## src/rtl/wmc_timer20_if.sv

```systemverilog
// Signal bundle between the washing-machine controller and its phase timer.
// The controller (master) drives the request level and phase tag; the timer
// (slave) returns the expiry pulse, busy flag and remaining minutes.
// There is no valid/ready pair: T20START is a level and T20DONE is a
// single-cycle pulse that the controller samples on the next falling edge.
interface wmc_timer20_if;
    logic       T20START;
    logic [2:0] STAGE;
    logic       T20DONE;
    logic       BUSY;
    logic [4:0] REMAIN_MIN;

    modport master (
        output T20START,
        output STAGE,
        input  T20DONE,
        input  BUSY,
        input  REMAIN_MIN
    );

    modport slave (
        input  T20START,
        input  STAGE,
        output T20DONE,
        output BUSY,
        output REMAIN_MIN
    );
endinterface

```

## src/rtl/wmc_timer20.sv

```systemverilog
// Phase timer for the washing-machine controller. Counts DURATION_MIN
// minutes of CLK_PER_MIN clocks each, restarting on every new phase and
// emitting a one-cycle T20DONE pulse on expiry. All state moves on the
// falling edge of CLOCK; RESET is asynchronous and active-high.
module wmc_timer20 #(
    parameter int CLK_PER_MIN  = 3000,
    parameter int DURATION_MIN = 20
) (
    input  logic          CLOCK,
    input  logic          RESET,
    wmc_timer20_if.slave  tif,
    output logic [1:0]    dbg_state_o
);

    localparam int PW = (CLK_PER_MIN > 1) ? $clog2(CLK_PER_MIN) : 1;
    localparam logic [PW-1:0] PRESC_LAST = PW'(CLK_PER_MIN - 1);
    localparam logic [4:0]    DUR        = 5'(DURATION_MIN);

    typedef enum logic [1:0] {
        ST_IDLE   = 2'd0,
        ST_RUN    = 2'd1,
        ST_EXPIRE = 2'd2,
        ST_HOLD   = 2'd3
    } state_t;

    state_t          state_q, state_d;
    logic [PW-1:0]   presc_q, presc_d;
    logic [4:0]      remain_q, remain_d;
    logic            start_q;
    logic [2:0]      stage_q;
    logic            restart;

    // A new phase is a rising request or a phase tag change while requested;
    // the latter covers back-to-back phases where T20START never drops.
    assign restart = tif.T20START & (~start_q | (tif.STAGE != stage_q));

    // Shadow copies of the request and phase tag, taken every falling edge.
    always_ff @(negedge CLOCK or posedge RESET) begin
        if (RESET) begin
            start_q <= 1'b0;
            stage_q <= 3'b000;
        end else begin
            start_q <= tif.T20START;
            stage_q <= tif.STAGE;
        end
    end

    // State, prescaler and minute counter registers.
    always_ff @(negedge CLOCK or posedge RESET) begin
        if (RESET) begin
            state_q  <= ST_IDLE;
            presc_q  <= '0;
            remain_q <= 5'd0;
        end else begin
            state_q  <= state_d;
            presc_q  <= presc_d;
            remain_q <= remain_d;
        end
    end

    // Next state: abort beats restart, restart beats the per-state rule, so a
    // phase change on the expiry edge reloads silently instead of pulsing.
    always_comb begin
        state_d  = state_q;
        presc_d  = presc_q;
        remain_d = remain_q;
        if (!tif.T20START) begin
            state_d  = ST_IDLE;
            presc_d  = '0;
            remain_d = 5'd0;
        end else if (restart) begin
            state_d  = ST_RUN;
            presc_d  = '0;
            remain_d = DUR;
        end else begin
            case (state_q)
                ST_IDLE: begin
                    state_d = ST_IDLE;
                end
                ST_RUN: begin
                    if (presc_q == PRESC_LAST) begin
                        presc_d  = '0;
                        remain_d = remain_q - 5'd1;
                        if (remain_q <= 5'd1) begin
                            remain_d = 5'd0;
                            state_d  = ST_EXPIRE;
                        end
                    end else begin
                        presc_d = presc_q + 1'b1;
                    end
                end
                ST_EXPIRE: begin
                    state_d  = ST_HOLD;
                    presc_d  = '0;
                    remain_d = 5'd0;
                end
                ST_HOLD: begin
                    state_d  = ST_HOLD;
                    presc_d  = '0;
                    remain_d = 5'd0;
                end
                default: begin
                    state_d  = ST_IDLE;
                    presc_d  = '0;
                    remain_d = 5'd0;
                end
            endcase
        end
    end

    // Moore outputs decoded from registered state only.
    assign tif.T20DONE    = (state_q == ST_EXPIRE);
    assign tif.BUSY       = (state_q == ST_RUN);
    assign tif.REMAIN_MIN = remain_q;
    assign dbg_state_o    = state_q;

endmodule

```

## src/flat_wrapper.sv

```systemverilog
// flat-port wrapper written by rule: the top's interface ports become plain ports
module wmc_timer20_flat 
#(
    parameter int CLK_PER_MIN  = 3000,
    parameter int DURATION_MIN = 20
)
  (CLOCK, RESET, dbg_state_o, tif_T20START, tif_STAGE, tif_T20DONE, tif_BUSY, tif_REMAIN_MIN);
  wmc_timer20_if tif_i ();
  input  logic CLOCK;
  input  logic RESET;
  output logic [1:0] dbg_state_o;
  input wire logic [$bits(tif_i.T20START)-1:0] tif_T20START;
  input wire logic [$bits(tif_i.STAGE)-1:0] tif_STAGE;
  output wire logic [$bits(tif_i.T20DONE)-1:0] tif_T20DONE;
  output wire logic [$bits(tif_i.BUSY)-1:0] tif_BUSY;
  output wire logic [$bits(tif_i.REMAIN_MIN)-1:0] tif_REMAIN_MIN;
  assign tif_i.T20START = tif_T20START;
  assign tif_i.STAGE = tif_STAGE;
  assign tif_T20DONE = tif_i.T20DONE;
  assign tif_BUSY = tif_i.BUSY;
  assign tif_REMAIN_MIN = tif_i.REMAIN_MIN;
  wmc_timer20 #(.CLK_PER_MIN(CLK_PER_MIN), .DURATION_MIN(DURATION_MIN)) u_core (.CLOCK(CLOCK), .RESET(RESET), .tif(tif_i), .dbg_state_o(dbg_state_o));
endmodule
```

## config.mk

```make
export PLATFORM = sky130hd
export DESIGN_NAME = wmc_timer20_flat
export DESIGN_NICKNAME = d
export VERILOG_FILES = /design/src/rtl/wmc_timer20_if.sv /design/src/rtl/wmc_timer20.sv /design/src/flat_wrapper.sv
export SDC_FILE = /design/constraint.sdc
export NUM_CORES = 1
export LEC_CHECK = 0
export ABC_CLOCK_PERIOD_IN_PS = 5400
export CORE_MARGIN = 4
export CORE_UTILIZATION = 40
export CTS_CLUSTER_SIZE = 14
export DETAILED_ROUTE_END_ITERATION = 6
export MAX_ROUTING_LAYER = met4
export SLEW_MARGIN = 0
export SYNTH_ARGS = -nofsm -noshare
export SYNTH_HDL_FRONTEND = slang
export SYNTH_SLANG_ARGS = --single-unit
export TNS_END_PERCENT = 20
```

## constraint.sdc

```tcl
create_clock -name CLOCK -period 5.4 [get_ports CLOCK]
set_clock_uncertainty 0.05 [all_clocks]
set_input_delay 1.08 -clock CLOCK [delete_from_list [all_inputs] [get_ports CLOCK]]
set_output_delay 1.08 -clock CLOCK [all_outputs]
set_load 0.01 [all_outputs]
```

== Word level (Yosys, flattened, before mapping) ==
Cells that the tools add are included.

* Bits in registers: 23
* Input bits: 6

* $add $sub $neg: 2
* Magnitude comparators: 1
* Equal/unequal tests: 8
* Muxes and demuxes: 14
* Bitwise operators: 3
* Reductions and logical operators: 4

{| class="wikitable"
|+ Operator list
! cell !! count
|-
| $mux W12 || 3
|-
| $pmux W12 S2 || 1
|-
| $mux W5 || 4
|-
| $add A12 B1 Y12 const B || 1
|-
| $eq A12 B12 Y1 const B || 1
|-
| $ne A4 B2 Y1 const B || 3
|-
| $pmux W5 S2 || 1
|-
| $mux W2 || 4
|-
| $pmux W2 S3 || 1
|-
| $le A5 B1 Y1 const B || 1
|-
| $sub A5 B1 Y5 const B || 1
|-
| $eq A2 B2 Y1 const B || 2
|-
| $reduce_and A2 Y1 || 2
|-
| $ne A3 B3 Y1 || 1
|-
| $eq A2 B1 Y1 const B || 1
|-
| $logic_not A2 Y1 || 1
|-
| $reduce_or A2 Y1 || 1
|-
| $and A1 B1 Y1 || 1
|-
| $not A1 Y1 || 1
|-
| $or A1 B1 Y1 || 1
|}

== Depth between registers and ports, before layout ==
Gate-level depths: netlist of the first run.

* Word-level depth: 6
* Depth in mapped cells: 6

==> results.py, run 1 <==
metrics = {
    "outcome": {
        "outcome": "complete, no violations",
    },
    "setup_path": {
        "cpPeakStageDelay_ns": 0.53,
        "critical-path-slowest-cell": "sky130_fd_sc_hd__clkdlybuf4s50_1",
        "worst-path-max-fanout": 5,
        "reg2regPathDepth": 5,
        "worstSetupStartpointType": "flop",
        "path_buf_inv": 2,
        "timing.critical_path.required_ns": 4.27,
        "criticalPathCategory": "reg -> out",
        "critical_path_depth": 2,
        "worstPathCellList": "buf_6 > clkdlybuf4s50_1",
        "critPathArrivalTime_ns": 4.19,
        "end_kind": "output port",
        "cp_top_family": "buffers and inverters",
    },
    "final_layout": {
        "design_area_sq_um": 1610,
        "antenna_cells_inserted": 0,
        "final_layout_fill_cell_count": 304,
        "finalNonFillerCells": 205,
        "fin_util_pct": 52.0,
        "drive_gt1_share_pct": 11.8,
        "num-nets-final": 172,
        "seq_area_sq_um": 576,
        "multiInputGateArea_sq_um": 702,
        "layout-area-overhead-vs-synth_pct": 22.9,
    },
    "floorplan": {
        "number_of_rows_created_at_floorplan": 20,
        "core_area_sq_um": 3100,
        "initial_utilization_pct": 42.3,
        "chipHeight_um": 65.3,
        "die_width_um": 65.3,
        "boundaryPins": 15,
        "die_area_sq_um": 4270,
    },
    "power": {
        "vdd_ir_drop_max_mv": 0.0962,
        "p_leak_nw": 0.663,
        "power-per-cell-area_nw_per_um2": 190,
        "fin_total_pwr_mw": 0.307,
    },
    "synth": {
        "ys_seq_elements": 23,
        "postSynthNetCount": 146,
        "fraction_of_post_synthesis_cell_area_in_the_top_cell_type_by_area_pct": 43.8,
        "syn_inst": 136,
        "netlist.top_cell.by_area": "sky130_fd_sc_hd__dfrtn_1",
        "synthFlopType": "sky130_fd_sc_hd__dfrtn_1",
        "seq_area_frac_synth_pct": 43.8,
        "synth_async_sr_flop_share_pct": 100,
        "synth_edf_count": 0,
        "synth.yosys.warnings": 0,
        "synth_cell_types": 43,
        "synthMostInstantiatedCell": "sky130_fd_sc_hd__dfrtn_1",
        "synth_area_leaders": "sky130_fd_sc_hd__dfrtn_1, sky130_fd_sc_hd__a32o_1, sky130_fd_sc_hd__ha_1",
        "netlist_top_cells_count": "sky130_fd_sc_hd__dfrtn_1, sky130_fd_sc_hd__a21oi_1, sky130_fd_sc_hd__nor2_1",
        "synthesis.area_sq_um": 1310,
        "postSynthAreaPerCell_sq_um": 9.66,
    },
    "placement": {
        "placed_cells_incl_taps": 196,
        "routability_driven_placement_congestion_ratio": 0.816,
        "dp_worst_setup_slack_ns": -0.0107,
        "placed_wire_length_estimate_after_detailed_placement_um": 2130,
        "io_buffer_count": 14,
        "place_area_sq_um": 1540,
    },
    "route": {
        "dr_total_vias": 1195,
        "drc_violation_count_after_routing": 0,
        "drt_iter0_drc": 75,
        "wl_um": 3110,
        "ant_nets": 0,
        "avgViaCountPerCell": 5.83,
        "first_pass_iters": 4,
        "routedWlPerCell_um": 15.2,
    },
    "clock_network": {
        "htree_levels": 1,
        "clock_latency_ns": 0.32,
        "cts_inserted_buffers": 3,
        "clock_tree.root_cell": "sky130_fd_sc_hd__clkbuf_4",
        "clk_transition_reported_paths_ns": 0.10,
        "cts.sinks": 23,
        "cts-root-to-sink-buffers": 2,
        "cts_hold_buf": 0,
        "cts_tree": "built",
    },
    "hold_path": {
        "hold_path_depth": 2,
        "hp-class": "reg -> reg",
    },
    "global_route": {
        "global_route_wire_length_before_repair_um": 5380,
        "grt_overflow_total": 0,
        "first_global_vias": 1148,
        "grtUsageTotal_pct": 16.4,
        "antenna_found_initial": 0,
        "largest_net_degree_at_the_start_of_global_routing": 24,
    },
    "sta": {
        "unrepaired_setup_endpoints_after_global_routing": "no",
        "hold_viol_final": 0,
        "timing_max_transition_violations_final": 0,
        "fin_ws_ns": 0.0754,
        "sum_of_negative_setup_slack_ns": 0,
        "slew_at_the_pin_with_the_worst_max_slew_slack_ns": 0.696,
        "min_hold_slack_ns": 0.483,
        "slew-limit-headroom_pct": 53.3,
        "setup_viol": 0,
    },
    "job": {
        "drv.max_cap_violation_count": 0,
    },
}
-- cells by family after synthesis --
group | count (synthesis) | synth area share (%)
and+or+nand+nor | 60 | 27.4
AOI/OAI and AO/OA | 37 | 20.2
DFF | 23 | 43.8
buffers and inverters | 9 | 2.76
adders and majority gates | 4 | 3.81
xor gates and xnor gates | 3 | 2.00
-- per-layer routing --
layer | up-vias | GRT usage, % | share of wire, %
met5 | - | - | 0
met4 | 0 | 4.15 | 1.1
met3 | 5 | 2.56 | 3.2
met2 | 23 | 25.7 | 46
met1 | 595 | 22.2 | 49
li1 | 572 | - | -
-- power by group --
group / internal, mW / total [mW] / switching (mW) / leakage (nW)
Combinational: 0.0213 / 0.0415 / 0.0202 / 0.341
Sequential: 0.177 / 0.182 / 0.00422 / 0.305
Clock: 0.0278 / 0.0843 / 0.0566 / 0.0177
-- what timing repair did --
action                     CTS  global route
setup endpoints to repair    1             2
hold endpoints to repair     0             0
gates resized for setup      0             3
setup buffers                2             3
-- registers in the layout (all words and copies together) (netlist names) --
| name | count |
|---|---|
| u_core.start_q | 1 |
| u_core.tif.REMAIN_MIN | 5 |
| u_core.dbg_state_o | 2 |
| u_core.stage_q | 3 |
| u_core.presc_q | 12 |
-- area by class of cell --
class | count | share of cell area (%)
inverter | 4 | 0.930
tap | 44 | 3.41
sequential | 23 | 35.7
clock inverter | 1 | 0.310
multi-input combinational | 104 | 43.5
clock buffer | 3 | 1.40
timing repair buffer | 26 | 14.8
-- path summary, 6_finish.rpt --
kind	from	to	slack (ns)
max in group asynchronous	RESET	u_core.presc_q[3]	1.39
min in group asynchronous	RESET	u_core.stage_q[0]	3.63
setup / recovery	u_core.dbg_state_o[0]	dbg_state_o[0]	0.08
hold reg to reg	u_core.presc_q[10]	u_core.presc_q[10]	0.48
setup reg to reg	u_core.presc_q[0]	u_core.presc_q[6]	3.24
hold / removal	u_core.presc_q[10]	u_core.presc_q[10]	0.48
-- worst register-to-register path, stage by stage, from the launching register on --
cell and delay [ns]:
sky130_fd_sc_hd__dfrtn_1 0.51, sky130_fd_sc_hd__ha_1 0.21, sky130_fd_sc_hd__nand4b_1 0.17, sky130_fd_sc_hd__nor3_1 0.58
sky130_fd_sc_hd__o21ai_0 0.19, sky130_fd_sc_hd__a32o_1 0.29
-- placed cells by master (no fill, tap or decap), types with 3 or more instances in the layout --
master	instances
sky130_fd_sc_hd__a21oi_1	9
sky130_fd_sc_hd__a32o_1	5
sky130_fd_sc_hd__buf_4	11
sky130_fd_sc_hd__clkbuf_4	3
sky130_fd_sc_hd__clkdlybuf4s50_1	12
sky130_fd_sc_hd__dfrtn_1	23
sky130_fd_sc_hd__ha_1	4
sky130_fd_sc_hd__inv_1	4
sky130_fd_sc_hd__nand2_1	5
sky130_fd_sc_hd__nand2b_1	5
sky130_fd_sc_hd__nand3_1	7
sky130_fd_sc_hd__nand4_1	5
sky130_fd_sc_hd__nor2_1	8
sky130_fd_sc_hd__nor2b_1	5
sky130_fd_sc_hd__nor3_1	6
sky130_fd_sc_hd__nor3b_1	3
sky130_fd_sc_hd__o21ai_0	3
sky130_fd_sc_hd__o21ai_1	3
sky130_fd_sc_hd__xnor2_1	3
(Power assumes the default switching activity.)
==> run 2: changes to the inputs <==
--- a/config.mk
+++ b/config.mk
@@ -6,6 +6,7 @@
 export NUM_CORES = 1
 export LEC_CHECK = 0
 export ABC_CLOCK_PERIOD_IN_PS = 5400
+export CORE_ASPECT_RATIO = 1.5
 export CORE_MARGIN = 4
 export CORE_UTILIZATION = 40
 export CTS_CLUSTER_SIZE = 14
==> run 2 against run 1 <==
  * First-iteration DRC count fell by 57%
  * Critical path depth stayed put
  * Combinational power down 7.5%
  * Non-clock buffer count down 4
  * Final cell count down 3.9%
  * Sequential power about the same
  * Highest routed layer unchanged
  * Total power rose by 7.4%
==> results.py, run 2 (synthesis gave the netlist of run 1 again) <==
metrics = {
    "hold_path": {
        "hold_path_depth": 2,
        "timing.hold.worst_endpoint": "u_core.presc_q[9]",
        "min_from": "u_core.presc_q[9]",
        "hp-class": "reg -> reg",
    },
    "clock_network": {
        "cts.sinks": 23,
        "clock_latency_ns": 0.28,
        "htree_levels": 1,
        "clock_tree.root_cell": "sky130_fd_sc_hd__clkbuf_8",
        "cts_inserted_buffers": 3,
        "cts_hold_buf": 0,
        "cts_setup_buffers": 0,
        "cts-root-to-sink-buffers": 2,
        "clk_transition_reported_paths_ns": 0.06,
        "post_cts_resized": 0,
        "cts_tree": "built",
    },
    "global_route": {
        "grt_overflow_total": 0,
        "antenna_found_initial": 0,
        "grtUsageTotal_pct": 16.8,
        "largest_net_degree_at_the_start_of_global_routing": 24,
        "global_route_wire_length_before_repair_um": 5310,
        "first_global_vias": 1126,
    },
    "floorplan": {
        "initial_utilization_pct": 41.6,
        "die_area_sq_um": 4280,
        "boundaryPins": 15,
        "die_width_um": 54.8,
        "core_area_sq_um": 3160,
        "chipHeight_um": 78.2,
        "number_of_rows_created_at_floorplan": 25,
    },
    "sta": {
        "setup_viol": 0,
        "unrepaired_setup_endpoints_after_global_routing": "no",
        "hold_viol_final": 0,
        "slew_at_the_pin_with_the_worst_max_slew_slack_ns": 0.681,
        "slew-limit-headroom_pct": 54.2,
        "sum_of_negative_setup_slack_ns": 0,
        "timing_max_transition_violations_final": 0,
        "min_hold_slack_ns": 0.479,
    },
    "route": {
        "drc_violation_count_after_routing": 0,
        "detailroute.wirelength.met2_um": 1590,
        "routedWlPerCell_um": 15.3,
        "wl_um": 3020,
        "first_pass_iters": 4,
        "avgViaCountPerCell": 5.89,
        "met1Wirelength_um": 1230,
        "wl_met3_um": 144,
        "drt_iter0_drc": 32,
        "topRoutingLayerUsed": "met4",
        "dr_total_vias": 1161,
        "ant_nets": 0,
    },
    "power": {
        "power-per-cell-area_nw_per_um2": 208,
        "vdd_ir_drop_max_mv": 0.107,
        "p_leak_nw": 0.619,
    },
    "final_layout": {
        "mostFrequentLayoutCells": "sky130_fd_sc_hd__dfrtn_1, sky130_fd_sc_hd__clkdlybuf4s50_1, sky130_fd_sc_hd__a21oi_1",
        "largest_register_ffs": 12,
        "drive_gt1_share_pct": 8.92,
        "final_layout_fill_cell_count": 319,
        "layout_commonest_cell": "sky130_fd_sc_hd__dfrtn_1",
        "num-nets-final": 168,
        "antenna_cells_inserted": 0,
        "layout-area-overhead-vs-synth_pct": 20.9,
        "top_register": "u_core.presc_q",
    },
    "placement": {
        "placed_wire_length_estimate_after_detailed_placement_um": 2190,
        "routability_driven_placement_congestion_ratio": 0.855,
        "io_buffer_count": 14,
    },
    "setup_path": {
        "worst_r2r_startpoint": "u_core.presc_q[0]",
        "worstSetupStartpointType": "flop",
        "worst_reg2reg_path_endpoint": "u_core.presc_q[4]",
        "worst-path-max-fanout": 4,
        "reg2regPathDepth": 5,
        "worst-r2r-setup-slack_ns": 3.28,
        "criticalPathCategory": "reg -> out",
        "critPathArrivalTime_ns": 4.16,
        "timing.critical_path.required_ns": 4.27,
        "end_kind": "output port",
    },
    "job": {
        "drv.max_cap_violation_count": 0,
    },
    "outcome": {
        "outcome": "complete, no violations",
    },
}
run 2: how the worst max path moves through the flow:
| stage | startpoint | depth (start not counted) | end | slack, ns |
|---|---|---|---|---|
| after floorplan | u_core.dbg_state_o[0] | 3 | tif_BUSY | 0.32 |
| after global placement | tif_STAGE[0] | 5 | u_core.tif.REMAIN_MIN[2] | 0.10 |
| after detailed placement | tif_STAGE[0] | 5 | u_core.tif.REMAIN_MIN[4] | 0.05 |
| after CTS | u_core.dbg_state_o[1] | 2 | tif_T20DONE | 0.05 |
| after global routing | u_core.dbg_state_o[0] | 2 | tif_BUSY | 0.02 |
| final | u_core.dbg_state_o[0] | 2 | tif_BUSY | 0.11 |
run 2: worst max-delay path, cell delays in order, from the launching register on:
cell and delay [ns]:
sky130_fd_sc_hd__dfrtn_1 0.47, sky130_fd_sc_hd__nor2b_1 0.17, sky130_fd_sc_hd__clkdlybuf4s50_1 0.55
run 2: routing by layer:
| metal | GRT usage, % | vias to the layer above |
|---|---|---|
| met5 | - | - |
| met2 | 26.5 | 31 |
| met3 | 2.66 | 5 |
| met1 | 20.9 | 563 |
| li1 | - | 562 |
| met4 | 6.73 | 0 |
run 2: area by class of cell:
cell class	instances	area [sq um]	share of cell area, %
flip-flops and latches	23	576	36.2
clock buffers	4	45.0	2.84
well taps	40	50.0	3.15
repair buffers	22	200	12.6
multi-input cells	104	702	44.2
inverters	4	15.0	0.946
run 2: metrics by stage:
stage          area, sq um  setup WS (ns)  utilization (%)  instances  total power, mW
6_report              1590          0.105             50.3        197            0.330
3_3_place_gp          1530          0.104             48.4        191            0.222
4_1_cts               1570         0.0461             49.8        195            0.334
3_5_place_dp          1530         0.0544             48.4        191            0.223
2_1_floorplan         1310          0.319                -        136            0.205
5_1_grt               1590         0.0219             50.3        197            0.346
run 2: report_power, final:
group	internal, mW	switching [mW]
logic	0.0191	0.0193
clock network	0.0528	0.0576
registers	0.177	0.00413
total	0.249	0.0811
